**src/rtl/spi_seq_pkg.sv**
```systemverilog
// Shared types and constants for the SPI transaction sequencer.
// Optional command-order checking is enabled by SPI_SEQ_ORDER_CHK_EN.
package spi_seq_pkg;

    typedef enum logic [1:0] {
        WR_ADDR = 2'b00,
        WR_DATA = 2'b01,
        RD_ADDR = 2'b10,
        RD_DATA = 2'b11
    } cmd_e;

    typedef enum logic [2:0] {
        IDLE      = 3'd0,
        SHIFT_OUT = 3'd1,
        WAIT_RD   = 3'd2,
        SHIFT_IN  = 3'd3,
        GAP       = 3'd4
    } state_e;

    localparam int FRAME_BITS = 11;
    localparam int RD_BITS    = 8;
    localparam int CNT_W      = 4;

    // Wire frame: type MSB repeated as a start marker, then type, then payload.
    function automatic logic [FRAME_BITS-1:0] make_frame(
        input logic [1:0] t,
        input logic [7:0] d
    );
        logic [7:0] payload;
        payload = (t == RD_DATA) ? 8'h00 : d;
        return {t[1], t, payload};
    endfunction

endpackage

```
**src/rtl/spi_seq_shreg.sv**
```systemverilog
// Frame shift register (MSB out, serial in at LSB) with a shared
// cycle counter whose done flag fires when the count reaches last.
module spi_seq_shreg
    import spi_seq_pkg::*;
(
    input  logic                  clk,
    input  logic                  rst,
    input  logic                  load,
    input  logic [FRAME_BITS-1:0] frame,
    input  logic                  shift,
    input  logic                  ser_in,
    input  logic                  cnt_clr,
    input  logic                  cnt_en,
    input  logic [CNT_W-1:0]      last,
    output logic                  msb,
    output logic [RD_BITS-1:0]    nxt_byte,
    output logic                  done
);

    logic [FRAME_BITS-1:0] sh;
    logic [CNT_W-1:0]      cnt_q;

    always_ff @(posedge clk or posedge rst) begin
        if (rst) begin
            sh    <= '0;
            cnt_q <= '0;
        end else begin
            if (load) begin
                sh <= frame;
            end else if (shift) begin
                sh <= {sh[FRAME_BITS-2:0], ser_in};
            end
            if (load || cnt_clr) begin
                cnt_q <= '0;
            end else if (cnt_en) begin
                cnt_q <= cnt_q + 1'b1;
            end
        end
    end

    assign msb      = sh[FRAME_BITS-1];
    assign nxt_byte = {sh[RD_BITS-2:0], ser_in};
    assign done     = (cnt_q == last);

endmodule

```
**src/rtl/spi_txn_sequencer.sv**
```systemverilog
// SPI master transaction sequencer: one command per frame, MSB first.
// Define SPI_SEQ_ORDER_CHK_EN to add the err output and order checks.
module spi_txn_sequencer
    import spi_seq_pkg::*;
#(
    parameter int RD_WAIT  = 2,
    parameter int IDLE_GAP = 1
)
(
    input  logic       clk,
    input  logic       rst,
    input  logic       cmd_valid,
    output logic       cmd_ready,
    input  logic [1:0] cmd_type,
    input  logic [7:0] cmd_data,
    output logic       rsp_valid,
    output logic [7:0] rsp_data,
    output logic       busy,
`ifdef SPI_SEQ_ORDER_CHK_EN
    output logic       err,
`endif
    output logic       SS_n,
    output logic       MOSI,
    input  logic       MISO
);

    if (RD_WAIT < 1 || RD_WAIT > 15) begin : g_bad_rd_wait
        $fatal(1, "RD_WAIT must be 1..15");
    end
    if (IDLE_GAP < 1 || IDLE_GAP > 15) begin : g_bad_idle_gap
        $fatal(1, "IDLE_GAP must be 1..15");
    end

    state_e state_q, state_n;

    logic                  accept, reject;
    logic                  load, shift, cnt_clr, cnt_en;
    logic                  done, rsp_fire, is_rd_q, ser_in;
    logic [CNT_W-1:0]      last;
    logic [FRAME_BITS-1:0] frame;
    logic [RD_BITS-1:0]    nxt_byte;

`ifdef SPI_SEQ_ORDER_CHK_EN
    logic wr_addr_seen, rd_addr_seen;
`endif

    // cmd_ready is only ever high while the FSM sits in IDLE.
    assign accept = cmd_valid && cmd_ready;
    assign frame  = make_frame(cmd_type, cmd_data);
    assign ser_in = (state_q == SHIFT_IN) ? MISO : 1'b0;

    always_comb begin
`ifdef SPI_SEQ_ORDER_CHK_EN
        reject = (cmd_type == WR_DATA && !wr_addr_seen) ||
                 (cmd_type == RD_DATA && !rd_addr_seen);
`else
        reject = 1'b0;
`endif
    end

    spi_seq_shreg u_shreg (
        .clk      (clk),
        .rst      (rst),
        .load     (load),
        .frame    (frame),
        .shift    (shift),
        .ser_in   (ser_in),
        .cnt_clr  (cnt_clr),
        .cnt_en   (cnt_en),
        .last     (last),
        .msb      (MOSI),
        .nxt_byte (nxt_byte),
        .done     (done)
    );

    always_ff @(posedge clk or posedge rst) begin
        if (rst) begin
            state_q <= IDLE;
        end else begin
            state_q <= state_n;
        end
    end

    always_comb begin
        state_n  = state_q;
        load     = 1'b0;
        shift    = 1'b0;
        cnt_clr  = 1'b0;
        cnt_en   = 1'b0;
        last     = '0;
        rsp_fire = 1'b0;
        unique case (state_q)
            IDLE: begin
                if (accept) begin
                    state_n = reject ? GAP : SHIFT_OUT;
                    load    = !reject;
                end
            end
            SHIFT_OUT: begin
                shift  = 1'b1;
                cnt_en = 1'b1;
                last   = CNT_W'(FRAME_BITS - 1);
                if (done) begin
                    cnt_clr = 1'b1;
                    state_n = is_rd_q ? WAIT_RD : GAP;
                end
            end
            WAIT_RD: begin
                cnt_en = 1'b1;
                last   = CNT_W'(RD_WAIT - 1);
                if (done) begin
                    cnt_clr = 1'b1;
                    state_n = SHIFT_IN;
                end
            end
            SHIFT_IN: begin
                shift  = 1'b1;
                cnt_en = 1'b1;
                last   = CNT_W'(RD_BITS - 1);
                if (done) begin
                    cnt_clr  = 1'b1;
                    rsp_fire = 1'b1;
                    state_n  = GAP;
                end
            end
            GAP: begin
                cnt_en = 1'b1;
                last   = CNT_W'(IDLE_GAP - 1);
                if (done) begin
                    cnt_clr = 1'b1;
                    state_n = IDLE;
                end
            end
            default: state_n = IDLE;
        endcase
    end

    // Outputs register the upcoming state so they line up with it.
    always_ff @(posedge clk or posedge rst) begin
        if (rst) begin
            cmd_ready <= 1'b0;
            busy      <= 1'b0;
            SS_n      <= 1'b1;
            rsp_valid <= 1'b0;
            rsp_data  <= '0;
            is_rd_q   <= 1'b0;
        end else begin
            cmd_ready <= (state_n == IDLE);
            busy      <= (state_n != IDLE);
            SS_n      <= !(state_n == SHIFT_OUT ||
                           state_n == WAIT_RD ||
                           state_n == SHIFT_IN);
            rsp_valid <= rsp_fire;
            if (rsp_fire) begin
                rsp_data <= nxt_byte;
            end
            if (load) begin
                is_rd_q <= (cmd_type == RD_DATA);
            end
        end
    end

`ifdef SPI_SEQ_ORDER_CHK_EN
    always_ff @(posedge clk or posedge rst) begin
        if (rst) begin
            err          <= 1'b0;
            wr_addr_seen <= 1'b0;
            rd_addr_seen <= 1'b0;
        end else begin
            err <= accept && reject;
            if (accept && cmd_type == WR_ADDR) begin
                wr_addr_seen <= 1'b1;
            end
            if (accept && cmd_type == RD_ADDR) begin
                rd_addr_seen <= 1'b1;
            end
        end
    end
`endif

endmodule

```
**config.mk**
```make
export PLATFORM = sky130hd
export DESIGN_NAME = spi_txn_sequencer
export DESIGN_NICKNAME = d
export VERILOG_FILES = /design/src/rtl/spi_seq_pkg.sv /design/src/rtl/spi_seq_shreg.sv /design/src/rtl/spi_txn_sequencer.sv
export SDC_FILE = /design/constraint.sdc
export NUM_CORES = 1
export LEC_CHECK = 0
export ABC_AREA = 0
export CAP_MARGIN = 20
export CORE_MARGIN = 5
export CORE_UTILIZATION = 45
export CTS_BUF_LIST = sky130_fd_sc_hd__clkbuf_16
export DETAILED_ROUTE_END_ITERATION = 10
export DONT_BUFFER_PORTS = 1
export SYNTH_ARGS = -nofsm -noshare
export SYNTH_HDL_FRONTEND = slang
export SYNTH_SLANG_ARGS = --single-unit
```
**constraint.sdc**
```tcl
create_clock -name clk -period 2.77 [get_ports clk]
set_input_delay 0.1385 -clock clk [delete_from_list [all_inputs] [get_ports clk]]
set_output_delay 0.1385 -clock clk [all_outputs]
set_load 0.01 [all_outputs]
```
==> results of run 1 <==
cells by family after synthesis:
kind of cell	synth area share, %
compound gates	14.92
flops	49.29
fa+ha+maj	0.7935
mux	5.715
xor+xnor	1.111
buf+inv	4.761
simple gates	23.41
worst reg2reg max path, cell delays in order (launching register included):
cell      delay, ps
dfrtp_1         480
nor2_2          320
nand4b_2        460
a21oi_2         530
a221o_1         230
where the power goes:
group / switching [mW] / leakage (nW) / internal, mW
logic: 0.390 / 0.329 / 0.312
registers: 0.193 / 0.398 / 0.619
clock network: 0.181 / 0.0710 / 0.326
total: 0.764 / 0.797 / 1.26
synthesized netlist by cell type (all sizes together):
cell,number
nand4b,1
buf,2
nand3,8
nor3b,1
o211ai,1
nand3b,1
and2b,1
inv,4
nor3,5
nand4,1
nor2,10
dfstp,1
ha,1
and4,1
and3,7
o31ai,1
nand2b,2
nand2,21
nor2b,1
nor4b,1
o32ai,1
a221o,8
a21oi,5
o21ai,2
a31oi,4
o311ai,1
or3,1
clkbuf,4
or3b,1
mux2,8
or2b,2
o21a,1
xor2,2
dfrtp,30
sequential cells by signal, indices dropped and copies added (netlist names):
register	flops
SS_n	1
state_q	3
is_rd_q	1
cmd_ready	1
busy	1
u_shreg.cnt_q	4
rsp_data	8
rsp_valid	1
u_shreg.sh	11
area by class of cell:
| class | count | share of cell area, % |
|---|---|---|
| multi-input combinational | 100 | 41.57 |
| sequential | 31 | 44.58 |
| clock inverter | 3 | 0.9332 |
| timing repair buffer | 3 | 1.579 |
| clock buffer | 5 | 7.179 |
| inverter | 4 | 0.8615 |
| tap | 46 | 3.302 |
metal layers:
| metal | share of wire, % | wire, µm | track usage, % | vias up |
|---|---|---|---|---|
| li1 | - | - | - | 519 |
| met1 | 49 | 1522 | 20.97 | 520 |
| met2 | 44 | 1356 | 19.92 | 29 |
| met3 | 6.0 | 186 | 5.652 | 4 |
| met4 | 0.74 | 23 | 3.254 | 0 |
| met5 | 0 | 0 | 0 | - |
metrics by stage:
stage | instance area, µm² | setup WS, ps | utilization [%]
after floorplan | 1577 | 1104 | -
after global placement | 1582 | 753.7 | 47.02
after detailed placement | 1582 | 704.6 | 47.02
after CTS | 1743 | 695.3 | 51.82
after global routing | 1743 | 475.2 | 51.82
final | 1743 | 686.9 | 51.82
worst paths after layout:
| kind | endpoint | cells after the start | start | slack (ps) |
|---|---|---|---|---|
| min reg2reg | state_q[2] | 1 | is_rd_q | 500 |
| min | u_shreg.sh[2] | 1 | cmd_data[2] | 8 |
| max | u_shreg.sh[5] | 4 | state_q[1] | 690 |
| min in group asynchronous | u_shreg.sh[9] | 2 | rst | 310 |
| max reg2reg | u_shreg.sh[5] | 4 | state_q[1] | 690 |
| max in group asynchronous | SS_n | 3 | rst | 1760 |
==> metrics, run 1 <==
post-synthesis sequential area ratio=roughly 50%; Final Max Tran Viols=0; leading area contributor after synthesis=dfrtp_1; Worst EP required=between 2000 and 3000 ps; via count=roughly 1,100; Yosys top cell area share=47.62%; cell count after synthesis=around 140; slowest cell on the critical path=a21oi_2; Slew headroom=around three fifths; H-tree Lvls=2; vias per std cell=between 5 and 6; Final Non-Filler Cells=roughly 190; Hold Crit Class=input pin to flip-flop; synthesized net count=about 160; die area=approximately 0.0048 mm²; clock slew at reported path FFs=50 ps; Initial Util=46.87%; worst path buffer plus inverter count=0; Worst Tran Pin Value=between 500 and 600 ps; WL/cell=16.09 µm; Area Growth Syn to Fin=10.56%; Chip Width=a little under 70 µm; Max Clock Freq=between 400 and 500 MHz; GRT Residual Overflow=0; total power=around 2.0 mW; most common cell after layout, fill and taps aside=dfrtp_1; antenna cells=0; final net count=160; startpoint types=flip-flop; Final Critical Period=2083 ps; Final TNS setup=0 ps; FF+latch area=~780 µm²; synthesized flop and latch total=31; core footprint=0.003363 mm²; Post-CTS Resized=0; pin count of the biggest net entering global routing=21; GRT Total Usage=between 10% and 20%; Cell variety after synth=39; final setup fails=0; # Post-CTS Setup Buffers=0; CTS Root Cell=clkbuf_16; synth top area cells=dfrtp_1, mux2_2, a221o_1, nand2_1, and3_1; first-pass GRT wire length=about 5500 µm; number of port buffers=0; initial drt markers=just over 70; footprint of the multi-input gates=a little over 700 µm²; antenna viol nets, final=0; GP Congestion=between 0.8 and 0.9; final hold violations=0; CP max FO=18; vias in the first global route=roughly 1,100; Hold Slack=roughly 8.3 ps; most frequent cells in the layout=dfrtp_1, nand2_1; initial antenna violation count=0; TritonCTS Buffers=5; crit-path cells=nor2_2 -> nand4b_2 -> a21oi_2 -> a221o_1; Final Skew=roughly 6.3 ps; yosys warns=0; outcome=finished, final reports clean; Max clock buf depth=2; Mapped Area=0.001577 mm²; WS Path Type=flip-flop to flip-flop; Total Wirelength=between 3000 and 4000 µm; CTS tree=yes; worst path arrival time=~2300 ps; maxcap violations=0; Worst Setup End Kind=flip-flop; DP HPWL=around 2200 µm; Max rail drop VDD=0.4099 mV; RSZ-0062 raised after global routing=false; Lkg Pwr=0.7974 nW; Top delay family on crit path=simple AND/OR/NAND/NOR gates; FP Rows=21; # IOs=27; worst-skew pair later-pin latency=270 ps; Syn Area/Cell=between 10 and 15 µm²; crit share post-route=between 70% and 80%; critical path's largest stage delay=roughly 530 ps; Die Height=about 69 µm; first-pass detailed-route iteration total=4; fill count=approximately 340; power per cell area=1160 mW/mm²; DRC Markers=0; cts-stage hold buffer count=2; share of cells above drive strength 1=22.60%; placed insts=182; total clock sinks=31
(Power assumes the default switching activity.)
==> inputs of run 2 (changes only) <==
--- a/config.mk
+++ b/config.mk
@@ -5,7 +5,7 @@
 export SDC_FILE = /design/constraint.sdc
 export NUM_CORES = 1
 export LEC_CHECK = 0
-export ABC_AREA = 0
+export ABC_AREA = 1
 export CAP_MARGIN = 20
 export CORE_MARGIN = 5
 export CORE_UTILIZATION = 45
==> constraint.sdc (replaced) <==
create_clock -name clk -period 1.9 [get_ports clk]
set_input_delay 0.095 -clock clk [delete_from_list [all_inputs] [get_ports clk]]
set_output_delay 0.095 -clock clk [all_outputs]
set_load 0.01 [all_outputs]
==> metrics, run 2 <==
first-pass detailed-route iteration total=4; first-pass GRT wire length=roughly 5400 µm; pre-CTS setup slack=slightly below 200 ps; final net count=roughly 200; Worst Tran Pin Value=roughly 630 ps; worst reg2reg startpoint=state_q[1]; grt met3 use=a little under 6%; CTS Root Cell=clkbuf_16; Max Clock Freq=slightly below 600 MHz; met2 Usage GRT=between 20% and 30%; Initial Util=46.68%; most common cell after layout, fill and taps aside=nand2_1; post-synthesis sequential area ratio=49.88%; GRT Total Usage=15.65%; Post-CTS Resized=0; Total Wirelength=3145 µm; power per cell area=about 1800 mW/mm²; DP HPWL=about 2400 µm; fill count=approximately 330; Die Height=a little under 70 µm; top-count cell post-synth=nand2_1; Cell variety after synth=30; reg-to-reg endpoint=u_shreg.sh[10]; worst path arrival time=1860 ps; Final Max Tran Viols=0; most frequent cells after synthesis=nand2_1, dfrtp_1, inv_1, nand2_2, o21ai_1; final hold violations=0; RSZ-0062 raised after global routing=false; Max rail drop VDD=0.8199 mV; CTS tree=yes; core footprint=between 0.003 and 0.004 mm²; die area=0.004738 mm²; CP max FO=11; FP Rows=21; # IOs=27; cell count after synthesis=between 150 and 200; antenna cells=0; Reg2Reg Depth=6; HP Start=MISO; H-tree Lvls=2; Regs by FF count=u_shreg.sh (11), rsp_data (8), u_shreg.cnt_q (4); Worst Setup End Kind=flip-flop; leading area contributor after synthesis=dfrtp_1; Yosys top cell area share=48.19%; Final TNS setup=0 ps; Slew headroom=roughly 58%; Worst Hold Endpoint=rsp_data[0]; top_reg_cell synth=dfrtp_1; Reg with most FFs=u_shreg.sh; vias per std cell=5.167; clock slew at reported path FFs=approximately 50 ps; worst-skew pair later-pin latency=between 200 and 300 ps; final setup margin=202.9 ps; startpoint types=flip-flop; WL/cell=between 10 and 15 µm; synthesized net count=184; maxcap violations=0; Max clock buf depth=2; total clock sinks=31; GP Congestion=slightly below 1; crit share post-route=between 80 and 90%; Final Critical Period=between 1500 and 2000 ps; Hold Crit Class=input pin to flip-flop; Largest register FFs=11; Lkg Pwr=around 0.91 nW; R2R Setup Slk=between 200 and 250 ps; Syn Area/Cell=roughly 9.2 µm²; Post-synth EDFFs=0; Hold Crit Depth=3; synth top area cells=dfrtp_1, nand2_1, inv_1, o221ai_1, nand3_2; Chip Width=approximately 70 µm; asr flop ratio synth=100.0%; via count=between 1,000 and 1,500; Final Non-Filler Cells=~230; final setup fails=0; Area Growth Syn to Fin=21.12%; placed insts=around 220; grt peak-use layer=met2; TritonCTS Buffers=5; outcome=finished, final reports clean; antenna viol nets, final=0; DRC Markers=0; met1 usage in global routing=18.40%; Final Skew=between 5 and 6 ps; synthesized flop and latch total=31; initial antenna violation count=0; Mapped Area=around 0.0016 mm²; pin count of the biggest net entering global routing=18; most frequent cells in the layout=nand2_1, dfrtp_1, inv_1; GRT Residual Overflow=0; Worst EP required=between 2000 and 2500 ps; number of port buffers=0; vias in the first global route=1,177; share of cells above drive strength 1=20.74%; yosys warns=0; WS Path Type=flip-flop to flip-flop; initial drt markers=66
run 2: what timing repair did:
action,4_1_cts,5_1_grt
hold buffers,11,0
hold endpoints to repair,24,0
setup buffers,0,0
endpoints found under the setup margin,0,0
run 2: logic make-up (layout without fill, tap and decap cells):
kind of cell               Yosys count  in the layout  share of synthesized area (%)
and+or+nand+nor                     76             76                          27.87
buffers and inverters               32             51                          9.077
DFF                                 31             31                          49.88
AOI/OAI and AO/OA                   28             28                          11.81
adders and majority gates            1              1                         0.8031
xor gates and xnor gates             1              1                         0.5624
run 2: per-stage QoR:
step	hold slack, ps	power, mW	util, %	area [µm²]
3_3_place_gp	105.0	2.490	48.33	1613
6_report	62.11	3.388	56.54	1887
3_5_place_dp	104.4	2.530	48.33	1613
5_1_grt	73.70	3.656	56.54	1887
2_1_floorplan	197.8	2.263	-	1558
4_1_cts	56.77	3.424	56.54	1887
run 2: area by class of cell:
class | instances | area [µm²] | area share, %
flip-flops and latches | 31 | 777.0 | 41.18
clock buffers | 5 | 125.1 | 6.631
inverters | 28 | 108.9 | 5.769
repair buffers | 15 | 140.1 | 7.427
multi-input cells | 106 | 639.4 | 33.89
clock inverters | 3 | 38.79 | 2.056
well taps | 46 | 57.56 | 3.050
run 2: worst max path at each step:
stage	start	slack [ps]	end	depth (start not counted)
after floorplan	state_q[0]	500	u_shreg.sh[6]	6
after global placement	state_q[1]	220	u_shreg.sh[10]	6
after detailed placement	state_q[1]	200	u_shreg.sh[10]	6
after CTS	state_q[1]	190	u_shreg.sh[10]	6
after global routing	state_q[1]	60	u_shreg.sh[10]	6
final	state_q[1]	200	u_shreg.sh[10]	6
run 2: layer usage:
| layer | part of all wire, % | up-vias |
|---|---|---|
| met3 | 6.3 | 5 |
| li1 | - | 590 |
| met5 | 0 | - |
| met1 | 42 | 580 |
| met4 | 1.1 | 0 |
| met2 | 51 | 34 |
run 2: power breakdown:
group	internal [mW]	switching [mW]
clock network	0.609	0.262
logic	0.476	0.822
registers	0.961	0.257
total	2.05	1.34
run 2: critical path, stage by stage, from the launching register on:
cell and delay [ps]:
dfrtp_1 460, nor2_1 270, nand4_4 210, nand2_1 350
o211ai_1 150, o21ai_1 100, inv_1 50
==> inputs of run 3 (changes only) <==
--- a/config.mk
+++ b/config.mk
@@ -8,7 +8,7 @@
 export ABC_AREA = 1
 export CAP_MARGIN = 20
 export CORE_MARGIN = 5
-export CORE_UTILIZATION = 45
+export CORE_UTILIZATION = 33
 export CTS_BUF_LIST = sky130_fd_sc_hd__clkbuf_16
 export DETAILED_ROUTE_END_ITERATION = 10
 export DONT_BUFFER_PORTS = 1
==> metrics, run 3 (same netlist as run 2, synthesis figures left out) <==
first-pass detailed-route iteration total=4; Area Growth Syn to Fin=19.84%; FF+latch area=approximately 780 µm²; reg-to-reg endpoint=u_shreg.sh[2]; total clock sinks=31; die area=roughly 0.0062 mm²; Worst Hold Endpoint=u_shreg.sh[0]; Crit. path cell count=5; pin count of the biggest net entering global routing=32; fin util=roughly two fifths; first-pass GRT wire length=6058 µm; CTS Root Cell=clkbuf_16; initial drt markers=81; outcome=finished, final reports clean; fill count=454; most common cell after layout, fill and taps aside=nand2_1; Max clock buf depth=2; placed insts=222; H-tree Lvls=2; Final TNS setup=0 ps; Worst Setup End Kind=flip-flop; crit share post-route=between 80 and 90%; # Post-CTS Setup Buffers=0; GRT Residual Overflow=0; Worst Tran Pin Value=approximately 400 ps; Max Clock Freq=around 610 MHz; startpoint types=flip-flop; vias in the first global route=~1,300; Max rail drop VDD=slightly below 0.8 mV; final setup fails=0; pre-CTS setup slack=252.1 ps; Regs by FF count=u_shreg.sh (11), rsp_data (8), u_shreg.cnt_q (4); Chip Width=78.71 µm; RSZ-0062 raised after global routing=false; Post-CTS Resized=0; Final Non-Filler Cells=between 200 and 250; Reg2Reg Depth=5; number of port buffers=0; Total Wirelength=approximately 3300 µm; Hold Crit Class=input pin to flip-flop; cts-stage hold buffer count=11; Reg with most FFs=u_shreg.sh; initial antenna violation count=0; maxcap violations=0; final net count=201; Slew headroom=about three quarters; final hold violations=0; CP max FO=9; worst-skew pair later-pin latency=270 ps; Lkg Pwr=~0.9 nW; most frequent cells in the layout=nand2_1, dfrtp_1, inv_1; core footprint=between 0.004 and 0.005 mm²; slowest cell on the critical path=dfrtp_1; critical path's largest stage delay=510 ps; crit-path cells=nor2_1 -> nand4_4 -> nand2_1 -> buf_4 -> o221ai_1; Hold Crit Depth=2; # IOs=27; Final Critical Period=roughly 1700 ps; antenna cells=0; Final Max Tran Viols=0; clock slew at reported path FFs=about 50 ps; Top delay family on crit path=simple AND/OR/NAND/NOR gates; TritonCTS Buffers=5; GRT Total Usage=between 10 and 15%; DRC Markers=0; FP Rows=25; Worst EP required=approximately 2000 ps; Largest register FFs=11; HP Start=MISO; vias per std cell=just under 5; WS Path Type=flip-flop to flip-flop; WL/cell=13.89 µm; Die Height=about 79 µm; final setup margin=roughly 250 ps; worst path buffer plus inverter count=1; worst path arrival time=around 1800 ps; worst reg2reg startpoint=state_q[0]; R2R Setup Slk=around 250 ps; DP HPWL=2337 µm; GP Congestion=0.8089; CTS tree=yes; via count=1,184; footprint of the multi-input gates=~640 µm²; Final Skew=approximately 3.6 ps; power per cell area=~1800 mW/mm²; share of cells above drive strength 1=about a fifth; total power=about 3.3 mW; antenna viol nets, final=0; Initial Util=roughly 33%
## run 3: cell count changes in the layout (fill, tap and decap cells not counted), sizes merged
cell,delta
buf,-1
bufinv,-1
clkinv,-1
clkinvlp,+1
inv,+1
## run 3: per-stage QoR
step	hold WS (ps)	cell area (µm²)
2_1_floorplan	197.8	1558
3_3_place_gp	95.75	1615
3_5_place_dp	100.1	1615
4_1_cts	53.01	1867
5_1_grt	62.66	1867
6_report	55.33	1867
## run 3: final cells by class
| type | count | area share [%] |
|---|---|---|
| Clock buffer | 5 | 6.702 |
| Clock inverter | 3 | 0.8713 |
| Inverter | 28 | 5.831 |
| Multi-Input combinational cell | 106 | 34.25 |
| Sequential cell | 31 | 41.62 |
| Tap cell | 54 | 3.619 |
| Timing Repair Buffer | 14 | 7.105 |
## run 3: worst register-to-register path, cell delays in order (launching register included)
cell      delay [ps]
dfrtp_1          510
nor2_1           310
nand4_4          200
nand2_1          190
buf_4            180
o221ai_1         130
## run 3: worst max-delay path by stage
| stage | slack [ps] | endpoint | start |
|---|---|---|---|
| 6_report | 250 | u_shreg.sh[2] | state_q[0] |
| 3_3_place_gp | 290 | busy | state_q[0] |
| 2_1_floorplan | 500 | u_shreg.sh[6] | state_q[0] |
| 4_1_cts | 240 | cmd_ready | state_q[0] |
| 3_5_place_dp | 250 | busy | state_q[0] |
| 5_1_grt | 80 | cmd_ready | state_q[0] |
## run 3: per-layer routing
metal  vias to the layer above  share of wire [%]  track usage (%)
li1                        589                  -                -
met5                         -                  0                0
met2                        28                 46            18.59
met4                         0                2.2            6.119
met1                       560                 45            16.22
met3                         7                6.0            4.649
## run 3: report_power, final
| part | switching, mW | leakage, nW | internal, mW |
|---|---|---|---|
| logic | 0.819 | 0.438 | 0.480 |
| registers | 0.275 | 0.387 | 0.961 |
| clock network | 0.278 | 0.0710 | 0.477 |
